===== src/rtl/set_time12_24_pkg.sv =====
// Shared definitions for the time-set editor: FSM states, field codes,
// bit ranges of the 20-bit BCD time word, field limits and small BCD helpers.
// Ports: none (package).
package set_time12_24_pkg;

  typedef enum logic [2:0] {
    ST_IDLE,
    ST_HOUR,
    ST_MIN,
    ST_SEC,
    ST_AMPM,
    ST_COMMIT
  } state_t;

  localparam logic [1:0] FIELD_NONE = 2'd0;
  localparam logic [1:0] FIELD_HOUR = 2'd1;
  localparam logic [1:0] FIELD_MIN  = 2'd2;
  localparam logic [1:0] FIELD_SEC  = 2'd3;

  // Time word layout: {hour[19:14], min[13:7], sec[6:0]}, all BCD
  localparam int HOUR_MSB = 19;
  localparam int HOUR_LSB = 14;
  localparam int MIN_MSB  = 13;
  localparam int MIN_LSB  = 7;
  localparam int SEC_MSB  = 6;
  localparam int SEC_LSB  = 0;

  localparam logic [6:0] HOUR24_MAX = 7'd23;
  localparam logic [6:0] HOUR12_MAX = 7'd12;
  localparam logic [6:0] MINSEC_MAX = 7'd59;

  // {3b tens, 4b units} BCD -> binary (0..79)
  function automatic logic [6:0] bcd_to_bin(input logic [6:0] b);
    return {1'b0, b[6:4], 3'b000} + {3'b000, b[6:4], 1'b0} + {3'b000, b[3:0]};
  endfunction

  // binary (0..79) -> {3b tens, 4b units} BCD
  function automatic logic [6:0] bin_to_bcd(input logic [6:0] v);
    return {3'(v / 7'd10), 4'(v % 7'd10)};
  endfunction

  // +/-1 with wrap between 0 and max_bin, operating on a BCD value
  function automatic logic [6:0] bcd_step(input logic [6:0] b, input logic up,
                                          input logic [6:0] max_bin);
    logic [6:0] v;
    logic [6:0] n;
    v = bcd_to_bin(b);
    if (up) begin
      n = (v >= max_bin) ? 7'd0 : v + 7'd1;
    end else begin
      n = ((v == 7'd0) || (v > max_bin)) ? max_bin : v - 7'd1;
    end
    return bin_to_bcd(n);
  endfunction

endpackage


===== src/rtl/set_time12_24_h12_to_h24.sv =====
// Combinational 12h (hour12 00..12 + pm) to 24h BCD hour conversion.
// Ports: hour12 [5:0] BCD in, pm in, hour24 [5:0] BCD out.
// pm with 01..11 adds twelve; 00 and 12 pass through unchanged.
module h12_to_h24
  import set_time12_24_pkg::*;
(
  input  logic [5:0] hour12,
  input  logic       pm,
  output logic [5:0] hour24
);

  logic [6:0] h_bin;

  always_comb begin
    h_bin  = bcd_to_bin({1'b0, hour12});
    hour24 = hour12;
    if (pm && (h_bin >= 7'd1) && (h_bin <= 7'd11)) begin
      hour24 = 6'(bin_to_bcd(h_bin + 7'd12));
    end
  end

endmodule


===== src/rtl/set_time12_24.sv =====
// Button-driven time editor: captures cur_time, steps hour/min/sec (and AM/PM
// in 12h mode) in BCD, then strobes load with the 24h result in COMMIT.
// Ports: clk, reset (sync, active-high), mod12_24, cur_time[19:0],
//   btn_next/up/down/cancel pulses; edit_time[19:0], edit_pm, field[1:0],
//   editing, load, load_time[19:0].
module set_time12_24
  import set_time12_24_pkg::*;
(
  input  logic        clk,
  input  logic        reset,
  input  logic        mod12_24,
  input  logic [19:0] cur_time,
  input  logic        btn_next,
  input  logic        btn_up,
  input  logic        btn_down,
  input  logic        btn_cancel,
  output logic [19:0] edit_time,
  output logic        edit_pm,
  output logic [1:0]  field,
  output logic        editing,
  output logic        load,
  output logic [19:0] load_time
);

  state_t      state_q, state_d;
  // hour_q holds hour12 in 12h mode, hour24 in 24h mode
  logic [5:0]  hour_q, hour_d;
  logic [6:0]  min_q, min_d;
  logic [6:0]  sec_q, sec_d;
  logic        pm_q, pm_d;
  // mode latched at capture; a later mismatch aborts the edit
  logic        mode_q, mode_d;
  logic [19:0] load_time_q, load_time_d;

  logic [5:0]  hour24;
  logic [6:0]  cur_hour_bin;
  logic [6:0]  hour_max;
  logic        step_up, step_dn;
  logic        hour_0_or_12;

  h12_to_h24 u_h12_to_h24 (
    .hour12 (hour_q),
    .pm     (pm_q),
    .hour24 (hour24)
  );

  assign edit_time = {hour24, min_q, sec_q};
  assign edit_pm   = pm_q;
  assign load_time = load_time_q;

  always_comb begin
    state_d      = state_q;
    hour_d       = hour_q;
    min_d        = min_q;
    sec_d        = sec_q;
    pm_d         = pm_q;
    mode_d       = mode_q;
    load_time_d  = load_time_q;

    // up+down together cancels out
    step_up      = btn_up & ~btn_down;
    step_dn      = btn_down & ~btn_up;
    hour_max     = mode_q ? HOUR12_MAX : HOUR24_MAX;
    hour_0_or_12 = (hour_q == 6'h00) || (hour_q == 6'h12);
    cur_hour_bin = bcd_to_bin({1'b0, cur_time[HOUR_MSB:HOUR_LSB]});

    case (state_q)
      ST_IDLE: begin
        if (btn_next) begin
          state_d = ST_HOUR;
          mode_d  = mod12_24;
          min_d   = cur_time[MIN_MSB:MIN_LSB];
          sec_d   = cur_time[SEC_MSB:SEC_LSB];
          if (mod12_24 && (cur_hour_bin >= 7'd13)) begin
            hour_d = 6'(bin_to_bcd(cur_hour_bin - 7'd12));
            pm_d   = 1'b1;
          end else begin
            hour_d = cur_time[HOUR_MSB:HOUR_LSB];
            pm_d   = 1'b0;
          end
        end
      end

      ST_COMMIT: state_d = ST_IDLE;

      default: begin
        if (btn_cancel || (mod12_24 != mode_q)) begin
          state_d = ST_IDLE;
        end else if (btn_next) begin
          case (state_q)
            ST_HOUR: begin
              state_d = ST_MIN;
              if (hour_0_or_12) pm_d = 1'b0;
            end
            ST_MIN:  state_d = ST_SEC;
            ST_SEC:  state_d = mode_q ? ST_AMPM : ST_COMMIT;
            default: state_d = ST_COMMIT;
          endcase
          // Capture on entry so load_time is already valid during COMMIT
          if (state_d == ST_COMMIT) load_time_d = edit_time;
        end else if (step_up || step_dn) begin
          case (state_q)
            ST_HOUR: hour_d = 6'(bcd_step({1'b0, hour_q}, step_up, hour_max));
            ST_MIN:  min_d  = bcd_step(min_q, step_up, MINSEC_MAX);
            ST_SEC:  sec_d  = bcd_step(sec_q, step_up, MINSEC_MAX);
            default: pm_d   = hour_0_or_12 ? 1'b0 : ~pm_q;
          endcase
        end
      end
    endcase
  end

  always_comb begin
    editing = (state_q != ST_IDLE);
    load    = (state_q == ST_COMMIT);
    case (state_q)
      ST_HOUR:          field = FIELD_HOUR;
      ST_MIN:           field = FIELD_MIN;
      ST_SEC, ST_AMPM:  field = FIELD_SEC;
      default:          field = FIELD_NONE;
    endcase
  end

  always_ff @(posedge clk) begin
    if (reset) begin
      state_q     <= ST_IDLE;
      hour_q      <= '0;
      min_q       <= '0;
      sec_q       <= '0;
      pm_q        <= 1'b0;
      mode_q      <= 1'b0;
      load_time_q <= '0;
    end else begin
      state_q     <= state_d;
      hour_q      <= hour_d;
      min_q       <= min_d;
      sec_q       <= sec_d;
      pm_q        <= pm_d;
      mode_q      <= mode_d;
      load_time_q <= load_time_d;
    end
  end

endmodule


===== config.mk =====
export PLATFORM = sky130hd
export DESIGN_NAME = set_time12_24
export DESIGN_NICKNAME = d
export VERILOG_FILES = /design/src/rtl/set_time12_24_pkg.sv /design/src/rtl/set_time12_24_h12_to_h24.sv /design/src/rtl/set_time12_24.sv
export SDC_FILE = /design/constraint.sdc
export NUM_CORES = 1
export LEC_CHECK = 0
export CAP_MARGIN = 25
export CORE_MARGIN = 5
export CORE_UTILIZATION = 60
export DETAILED_ROUTE_END_ITERATION = 10
export GPL_TIMING_DRIVEN = 1
export PLACE_DENSITY = 0.85
export SLEW_MARGIN = 10
export SYNTH_ARGS = -nofsm -noshare
export SYNTH_HDL_FRONTEND = slang
export SYNTH_SLANG_ARGS = --single-unit

===== constraint.sdc =====
create_clock -name clk -period 9.25 [get_ports clk]
set_input_delay 1.3875 -clock clk [delete_from_list [all_inputs] [get_ports clk]]
set_output_delay 1.3875 -clock clk [all_outputs]
set_load 0.03 [all_outputs]

Word-level counts from Yosys, hierarchy flattened
Cells that the tools add are included.

Input port bits: 27. Bits in registers: 45.

$add $sub $neg: 16. $lt $le $gt $ge: 9. Reduce and logical (&&, ||, !) cells: 30. Equal/unequal tests: 14. Div/mod/pow operators: 10. Bitwise operators: 8. Mux-type cells: 65.

Operator list (count): $mux W7 (34); $mux W6 (7); $div A7 B4 Y7 const B (5); $mod A7 B4 Y7 const B (5); $add A6 B4 Y7 (4); $pmux W7 S2 (2); $add A7 B1 Y7 const B (3); $logic_not A7 Y1 (3); $sub A7 B1 Y7 const B (3); $mux W3 (6); $reduce_and A6 Y1 (3); $reduce_bool A3 Y1 (6); $add A7 B4 Y7 (2); $ge A7 B6 Y1 const B (2); $gt A7 B6 Y1 const B (2); $add A5 B3 Y6 (2); $pmux W6 S2 (1); $mux W1 (10); $eq A3 B3 Y1 const B (3); $ne A3 B1 Y1 const B (3); $pmux W3 S3 (1); $add A7 B4 Y7 const B (1); $ge A7 B1 Y1 const B (1); $ge A7 B4 Y1 const B (1); other kinds (25) (42).

Depth between registers and ports, before layout
Depth in word-level cells: 17. Mapped depth: 26.

By module
A second synthesis with hierarchy kept.

Cells, all modules: 831. Area, all modules: 6341.1 um^2.

Modules (own cells, without submodules): set_time12_24 (times used 1, sequential area each 900.9 um^2, area an instance 5270.1 um^2, cells each 688); h12_to_h24 (times used 1, sequential area each 0.0 um^2, area an instance 1071.0 um^2, cells each 143).

Worst setup path after synthesis
OpenSTA, ideal clock, no wires.

Kind: reg-to-output. Start point: register hour_q[4]. End point: output edit_time[17]. Cell stages (with the launch flop): 17. Path buffers: 2. Data required time: 7863 ps. Slack: 3331 ps. Data arrival time: 4532 ps. Cell sequence: dfxtp_1 > ha_1 > inv_1 > fa_1 > xnor2_2 > inv_2 > ha_1 > clkbuf_1 > a22o_1 > and2_1 > or3_1 > buf_2 > mux2_4 > o22a_1 > ha_1 > or3_1 > a31oi_1.

Word-level cells in the longest chain between the ends: 6. Elaborated cells on any way between the ends: 9.

RTL lines: start: declaration (RTL line set_time12_24.sv:27) `logic [5:0] hour_q, hour_d;`; start signal: assignment (RTL line set_time12_24.sv:135) `hour_q <= hour_d;`; $add A5 B3 Y6 (*) (RTL line set_time12_24_pkg.sv:34) `return {1'b0, b[6:4], 3'b000} + {3'b000, b[6:4], 1'b0} + {3'b000, b[3:0]};`; $add A6 B4 Y7 (*) (RTL line set_time12_24_pkg.sv:34); parallel branches: the longest is 3 deep, another holds $add A7 B4 Y7; $mux W6 (*) (RTL line set_time12_24_h12_to_h24.sv:17) `if (pm && (h_bin >= 7'd1) && (h_bin <= 7'd11)) begin`; end: declaration (RTL line set_time12_24.sv:17) `output logic [19:0] edit_time,`.

Every way passes the cells marked *.

Final worst setup path
Start point: register hour_q[5]. End point: output edit_time[17].

Same word-level chain as after synthesis.

==> results.json <==
{
  "rows": 36,
  "grt_max_degree": 44,
  "skew_ps": 10.22,
  "cts_tree": "yes",
  "regArea_um2": 900.9,
  "final_nets": 936,
  "final_layout_size_suffix_gt1_frac": 0.05758,
  "p_per_area_nw_per_um2": 289.7,
  "regToRegSetupSlack_ps": 3460,
  "layout-area-overhead-vs-synth_pct": 14.05,
  "async_reset_ff_frac": 0,
  "finalCoreUtilization": 0.6974,
  "initial_core_util": 0.6115,
  "min_period_ps": 7383,
  "multi_input_area_um2": 4636,
  "slowest_delay_ps": 960,
  "power.total_uw": 1957,
  "top_level_ports": 72,
  "r2r_start": "min_q[6]",
  "synth_ff_type": "dfxtp_1",
  "cp_num_buf_inv": 4,
  "grt_overflow": 0,
  "crit_family": "adder cells",
  "crit_path_end_kind": "primary output",
  "crit_required_ps": 7860,
  "drc": 0,
  "numCtsBuffers": 5,
  "synth_top_family_by_area": "compound AO/OA/AOI/OAI gates",
  "max-slew-margin-rel": 0.3284,
  "synthTopCellsByArea": "dfxtp_1 (15%), ha_1 (11%), nand2_1 (5.2%)",
  "slowest_stage": "fa_1",
  "tns_ps": 0,
  "syn_area_per_cell_um2": 7.275,
  "gp_congestion": 0.9039,
  "floorplan.core_area_um2": 9684,
  "yosys.area.top_type": "dfxtp_1",
  "finalSetupViolCount": 0,
  "synth_area_um2": 5922,
  "diodes": 0,
  "synth.distinct_cells": 93,
  "synth-seq-cells": 45,
  "vias": 6502,
  "yosysSeqAreaShare": 0.1521,
  "clkSlewWorstSetupHoldPaths_ps": 90,
  "synthAdderAreaFrac": 0.1340,
  "drt-initial-drc-count": 607,
  "vias_per_cell": 6.608,
  "yosysMostFrequentCell": "nand2_1",
  "die_h_um": 109.3,
  "worstRegToRegCells": 22,
  "wl_per_cell_um": 17.54,
  "drt_wl_total_mm": 17.26,
  "cts.sinks": 45,
  "grt_pass1_vias": 6027,
  "drv_slew": 0,
  "min_to": "load_time[8]",
  "clk_path_buf_depth": 2,
  "fill_cells": 821,
  "worstReg2RegEnd": "min_q[1]",
  "htreeDepth": 2,
  "status": "finished, final reports clean",
  "maxCapViolCount": 0,
  "die_w_um": 109.3,
  "critPathLaunchType": "flop",
  "die_area_um2": 11960,
  "p_leak_uw": 0.002633,
  "hold_violations": 0,
  "worst_ir_drop_vdd_mv": 0.1621,
  "synth_compound_area_frac": 0.3192,
  "insertion_delay_ps": 320,
  "hold_start": "load_time[8]",
  "worstHoldPathCells": 2,
  "synth-simple-area-share": 0.2662,
  "worstMarginPinSlew_ps": 1001,
  "track_usage": 0.2839,
  "synth_mux_area_frac": 0.02261,
  "antenna_found_initial": 0,
  "postSynthCellCount": 814,
  "fmax_mhz": 135.4,
  "synth_top_area_frac": 0.1521,
  "first_pass_iters": 5,
  "post-cts-setup-buffer-count": 0,
  "synth_common_cells": "nand2_1 (82), nor2_1 (71), a21oi_1 (56)",
  "synth_xor_area_frac": 0.03909,
  "grt_first_pass_wirelength_mm": 28.12,
  "finalCritPeriodShare": 0.7982,
  "port-buffer-count": 71,
  "ctsResizeCount": 0,
  "synth-edff-count": 0,
  "syn_nets": 900,
  "rsz0062_at_grt": "false",
  "crit_path_cell_trace": "inv_1, fa_1, clkinv_1, ha_1, inv_1, o221ai_1, and3_1, or3_1, mux2_4, o22a_1, ha_1, or3_1, a31oi_1, clkdlybuf4s50_1",
  "cp_max_fo": 19,
  "postRouteAntennaNets": 0,
  "hold_path_class": "reg -> reg",
  "crit_type": "reg -> out",
  "cp.arrival_ps": 6000,
  "yosysWarnings": 0,
  "ctsRootBufferMaster": "clkbuf_8",
  "ctsHoldBuffers": 0,
  "dpl.hpwl_mm": 13.04
}
==> cell type report <==
class                      instances  area share
clock buffer                       5     0.01019
clock inverter                     3    0.006854
inverter                          52     0.02890
tap                              133     0.02464
multi-input combinational        671      0.6864
sequential                        45      0.1334
timing repair buffer              75      0.1097
==> sequential cells by signal, indices dropped and copies added, names as in the netlist <==
| register | flops |
|---|---|
| state_q | 3 |
| min_q | 7 |
| sec_q | 7 |
| mode_q | 1 |
| hour_q | 6 |
| load_time | 20 |
| edit_pm | 1 |
==> report_power, final <==
part           internal [µW]  total [µW]  switching, µW  leakage [µW]
Sequential               213         247           33.8      0.000367
Clock                   80.9         158           76.7     0.0000543
Combinational            629        1550            923       0.00221
Total                    923        1960           1030       0.00263
==> worst register-to-register path: stages (launching register included) <==
cell      delay [ps]
dfxtp_1          440
inv_1            160
fa_1             520
inv_1             70
fa_1             480
xor2_1           390
a2111o_1         190
nand3_1          170
nor4_1           470
nor2_1           170
nand2_1          120
and2_1           170
ha_1             190
nand3_1           80
or3_1            350
a311oi_2         350
mux2i_1          210
xnor2_1          300
inv_1            100
ha_1             240
o21ai_0          220
o21bai_1          90
o211a_1          200
==> kinds of logic (layout without fill, tap and decap cells) <==
logic type | count (synthesis) | in the layout
XOR/XNOR | 24 | 24
multiplexers | 12 | 12
buffers and inverters | 98 | 135
AO/OA/AOI/OAI | 260 | 260
flip-flops | 45 | 45
AND/OR/NAND/NOR | 315 | 315
adder cells (fa/ha/maj) | 60 | 60
==> routing by layer <==
layer / GRT usage / share of wire / vias up
met5: 0 / 0 / -
li1: - / - / 3130
met2: 0.4852 / 0.48 / 281
met4: 0.09350 / 0.027 / 0
met1: 0.3685 / 0.43 / 3047
met3: 0.03817 / 0.065 / 44
==> layout by cell type, fill, tap and decap left out, types with 10 or more instances in the layout <==
| cell | Yosys | layout |
|---|---|---|
| a211oi_1 | 20 | 20 |
| a21o_1 | 10 | 10 |
| a21oi_1 | 56 | 56 |
| a31oi_1 | 12 | 12 |
| clkdlybuf4s50_1 | 0 | 71 |
| dfxtp_1 | 45 | 45 |
| ha_1 | 53 | 53 |
| inv_1 | 46 | 46 |
| nand2_1 | 82 | 82 |
| nand3_1 | 35 | 35 |
| nand4_1 | 11 | 11 |
| nor2_1 | 71 | 71 |
| nor3_1 | 27 | 25 |
| nor4_1 | 10 | 10 |
| o21ai_0 | 32 | 32 |
| or3_1 | 11 | 11 |
| xnor2_1 | 17 | 17 |
==> stage by stage <==
step / std cells / area [µm²] / hold slack (ps) / setup slack, ps
global placement: 976 / 6639 / 442.0 / 2324
finish: 984 / 6754 / 455.9 / 1867
detailed placement: 976 / 6639 / 449.1 / 2256
CTS: 984 / 6754 / 460.9 / 1885
global route: 984 / 6754 / 481.5 / 1440
floorplan: 814 / 5922 / 492.6 / 3331
==> worst max-delay path by stage <==
stage,start,end,depth (start not counted)
2_1_floorplan,hour_q[4],edit_time[17],16
3_3_place_gp,hour_q[5],edit_time[17],14
3_5_place_dp,hour_q[5],edit_time[17],14
4_1_cts,hour_q[5],edit_time[17],14
5_1_grt,hour_q[5],edit_time[17],14
6_report,hour_q[5],edit_time[17],14
(Power assumes the default switching activity.)
==> RTL change: new RTL, config.mk and constraints unchanged <==
Re-encode `state_t` (6 states) as one-hot, 6 bits wide.
--- a/src/rtl/set_time12_24_pkg.sv
+++ b/src/rtl/set_time12_24_pkg.sv
@@ -3,13 +3,13 @@
 // Ports: none (package).
 package set_time12_24_pkg;
 
-  typedef enum logic [2:0] {
-    ST_IDLE,
-    ST_HOUR,
-    ST_MIN,
-    ST_SEC,
-    ST_AMPM,
-    ST_COMMIT
+  typedef enum logic [5:0] {
+    ST_IDLE   = 6'b000001,
+    ST_HOUR   = 6'b000010,
+    ST_MIN    = 6'b000100,
+    ST_SEC    = 6'b001000,
+    ST_AMPM   = 6'b010000,
+    ST_COMMIT = 6'b100000
   } state_t;
 
   localparam logic [1:0] FIELD_NONE = 2'd0;
Function: same outputs for any inputs over 4 cycles, from zero or initial values and one cycle with reset high; so few cycles prove little.
==> RTL change against the unedited design <==
Area after synthesis up 6.8%; final area rose by 6.1%; fmax fell by 9.6%; sequential share of layout area increased by 0.077 points; largest cell class unchanged; power shrank 7.1%; register-to-register slack worse by 0.61 ns; routed wire length up 9.7%; worst setup slack worse by 0.78 ns; highest routed layer unchanged; sequential cell count increased by 3.
==> RTL change: results (changes against the unedited design) <==
STA
  • Fin Clk Skew: 0.00571 ns (was 0.0102 ns)
  • Max transition margin: 35.7% (was 32.8%)
  • WHS: 0.460 ns (was 0.456 ns)
  • Fmax: 0.122 GHz (was 0.135 GHz)

Global routing
  • M1 GR Usage: 37.8% (was 36.9%)
  • First-pass GRT wire length: 31.0 mm (was 28.1 mm)
  • Met2 global-route usage: 47.9% (was 48.5%)
  • Total Routing Usage GR: 28.5% (was 28.4%)
  • Vias in the first global route: 6457 (was 6027)
  • GR Util met3: 3.67% (was 3.82%)

Place
  • Worst slack at placement: 1.62 ns (was 2.26 ns)
  • Post-DP HPWL: 14.3 mm (was 13.0 mm)
  • RD Place Congestion: 0.950 (was 0.904)
  • Placed inst area: 7060 sq um (was 6640 sq um)

Layout
  • # fillers: 867 (was 821)
  • Layout cells sized above 1: 5.14% (was 5.76%)
  • Final nets: 1000 (was 936)

Route
  • Total Wirelength: 18.9 mm (was 17.3 mm)
  • Vias: 7063 (was 6502)
  • DR vias/cell: 6.72 (was 6.61)
  • Initial drt markers: 704 (was 607)

Worst setup path
  • R2R setup slack: 2.85 ns (was 3.46 ns)
  • Critical Path Max Stage Delay: 0.78 ns (was 0.96 ns)
  • Slowest stage cell on the critical path: xnor2_1 (was fa_1)
  • WP data arrival: 6.78 ns (was 6.00 ns)
  • CP delay by family, top: multiplexers (was adder cells)

CTS
  • Clock tree sinks: 48 (was 45)
  • Root Buffer: clkbuf_8 (unchanged)

Synthesis
  • Count of different cell masters after synthesis: 89 (was 93)
  • Ys Warns: 0 (unchanged)
  • Synth cell count leaders: nor2_1 (103), a21oi_1 (73), nand2_1 (65), ha_1 (53), dfxtp_1 (48) (was nand2_1 (82), nor2_1 (71), a21oi_1 (56), ha_1 (53), inv_1 (46))
  • Synth Area per Inst: 7.21 sq um (was 7.28 sq um)
  • Synthesized Nets: 964 (was 900)
  • Synth top area cells: dfxtp_1 (15%), ha_1 (10%), nor2_1 (6.1%) (was dfxtp_1 (15%), ha_1 (11%), nand2_1 (5.2%))
  • Post-synthesis async set-or-reset flop share: 0% (unchanged)
  • Register area share after synthesis: 15.2% (about the same)

Floorplan
  • Cell Rows: 37 (was 36)

Pwr
  • Max VDD drop: 0.131 mV (was 0.162 mV)

Run status
  • Status: finished clean (unchanged)
-- RTL change: cell count changes after synthesis, sizes merged, moves of 7 or more --
cell | before | now
a21o | 10 | 17
o21ai | 40 | 47
or2 | 4 | 11
a21oi | 61 | 74
nor2 | 71 | 103
nand2 | 83 | 66
mux2i | 4 | 14
nand3 | 37 | 26
-- RTL change: final timing paths --
kind,endpoint,start
setup reg to reg,sec_q[2],sec_q[6]
setup / recovery,edit_time[15],hour_q[5]
hold / removal,load_time[18],load_time[18]
hold reg to reg,load_time[18],load_time[18]
-- RTL change: cell families after synthesis --
logic type               Yosys count  synth area share, %
XOR/XNOR                          22                 3.56
flip-flops                        48                 15.2
AND/OR/NAND/NOR                  342                 27.6
AO/OA/AOI/OAI                    293                 32.2
buffers and inverters             95                 5.93
adder cells (fa/ha/maj)           59                 12.4
multiplexers                      19                 3.16
-- RTL change: layout make-up --
cell class / count / area (sq um) / area share (%)
multi-input combinational: 735 / 5000 / 69.7
inverter: 48 / 185 / 2.59
timing repair buffer: 76 / 743 / 10.4
sequential: 48 / 961 / 13.4
clock inverter: 2 / 35.0 / 0.489
clock buffer: 6 / 72.6 / 1.01
tap: 136 / 170 / 2.38
-- RTL change: per-layer routing --
| layer | part of all wire (%) | up-vias |
|---|---|---|
| met3 | 7.1 | 59 |
| met2 | 47 | 344 |
| met4 | 2.8 | 0 |
| met1 | 43 | 3281 |
| li1 | - | 3379 |
| met5 | 0 | - |
-- RTL change: power breakdown --
group / switching, mW / internal, mW / total [mW]
Combinational: 0.854 / 0.544 / 1.40
Clock: 0.0791 / 0.0804 / 0.160
Sequential: 0.0334 / 0.226 / 0.260
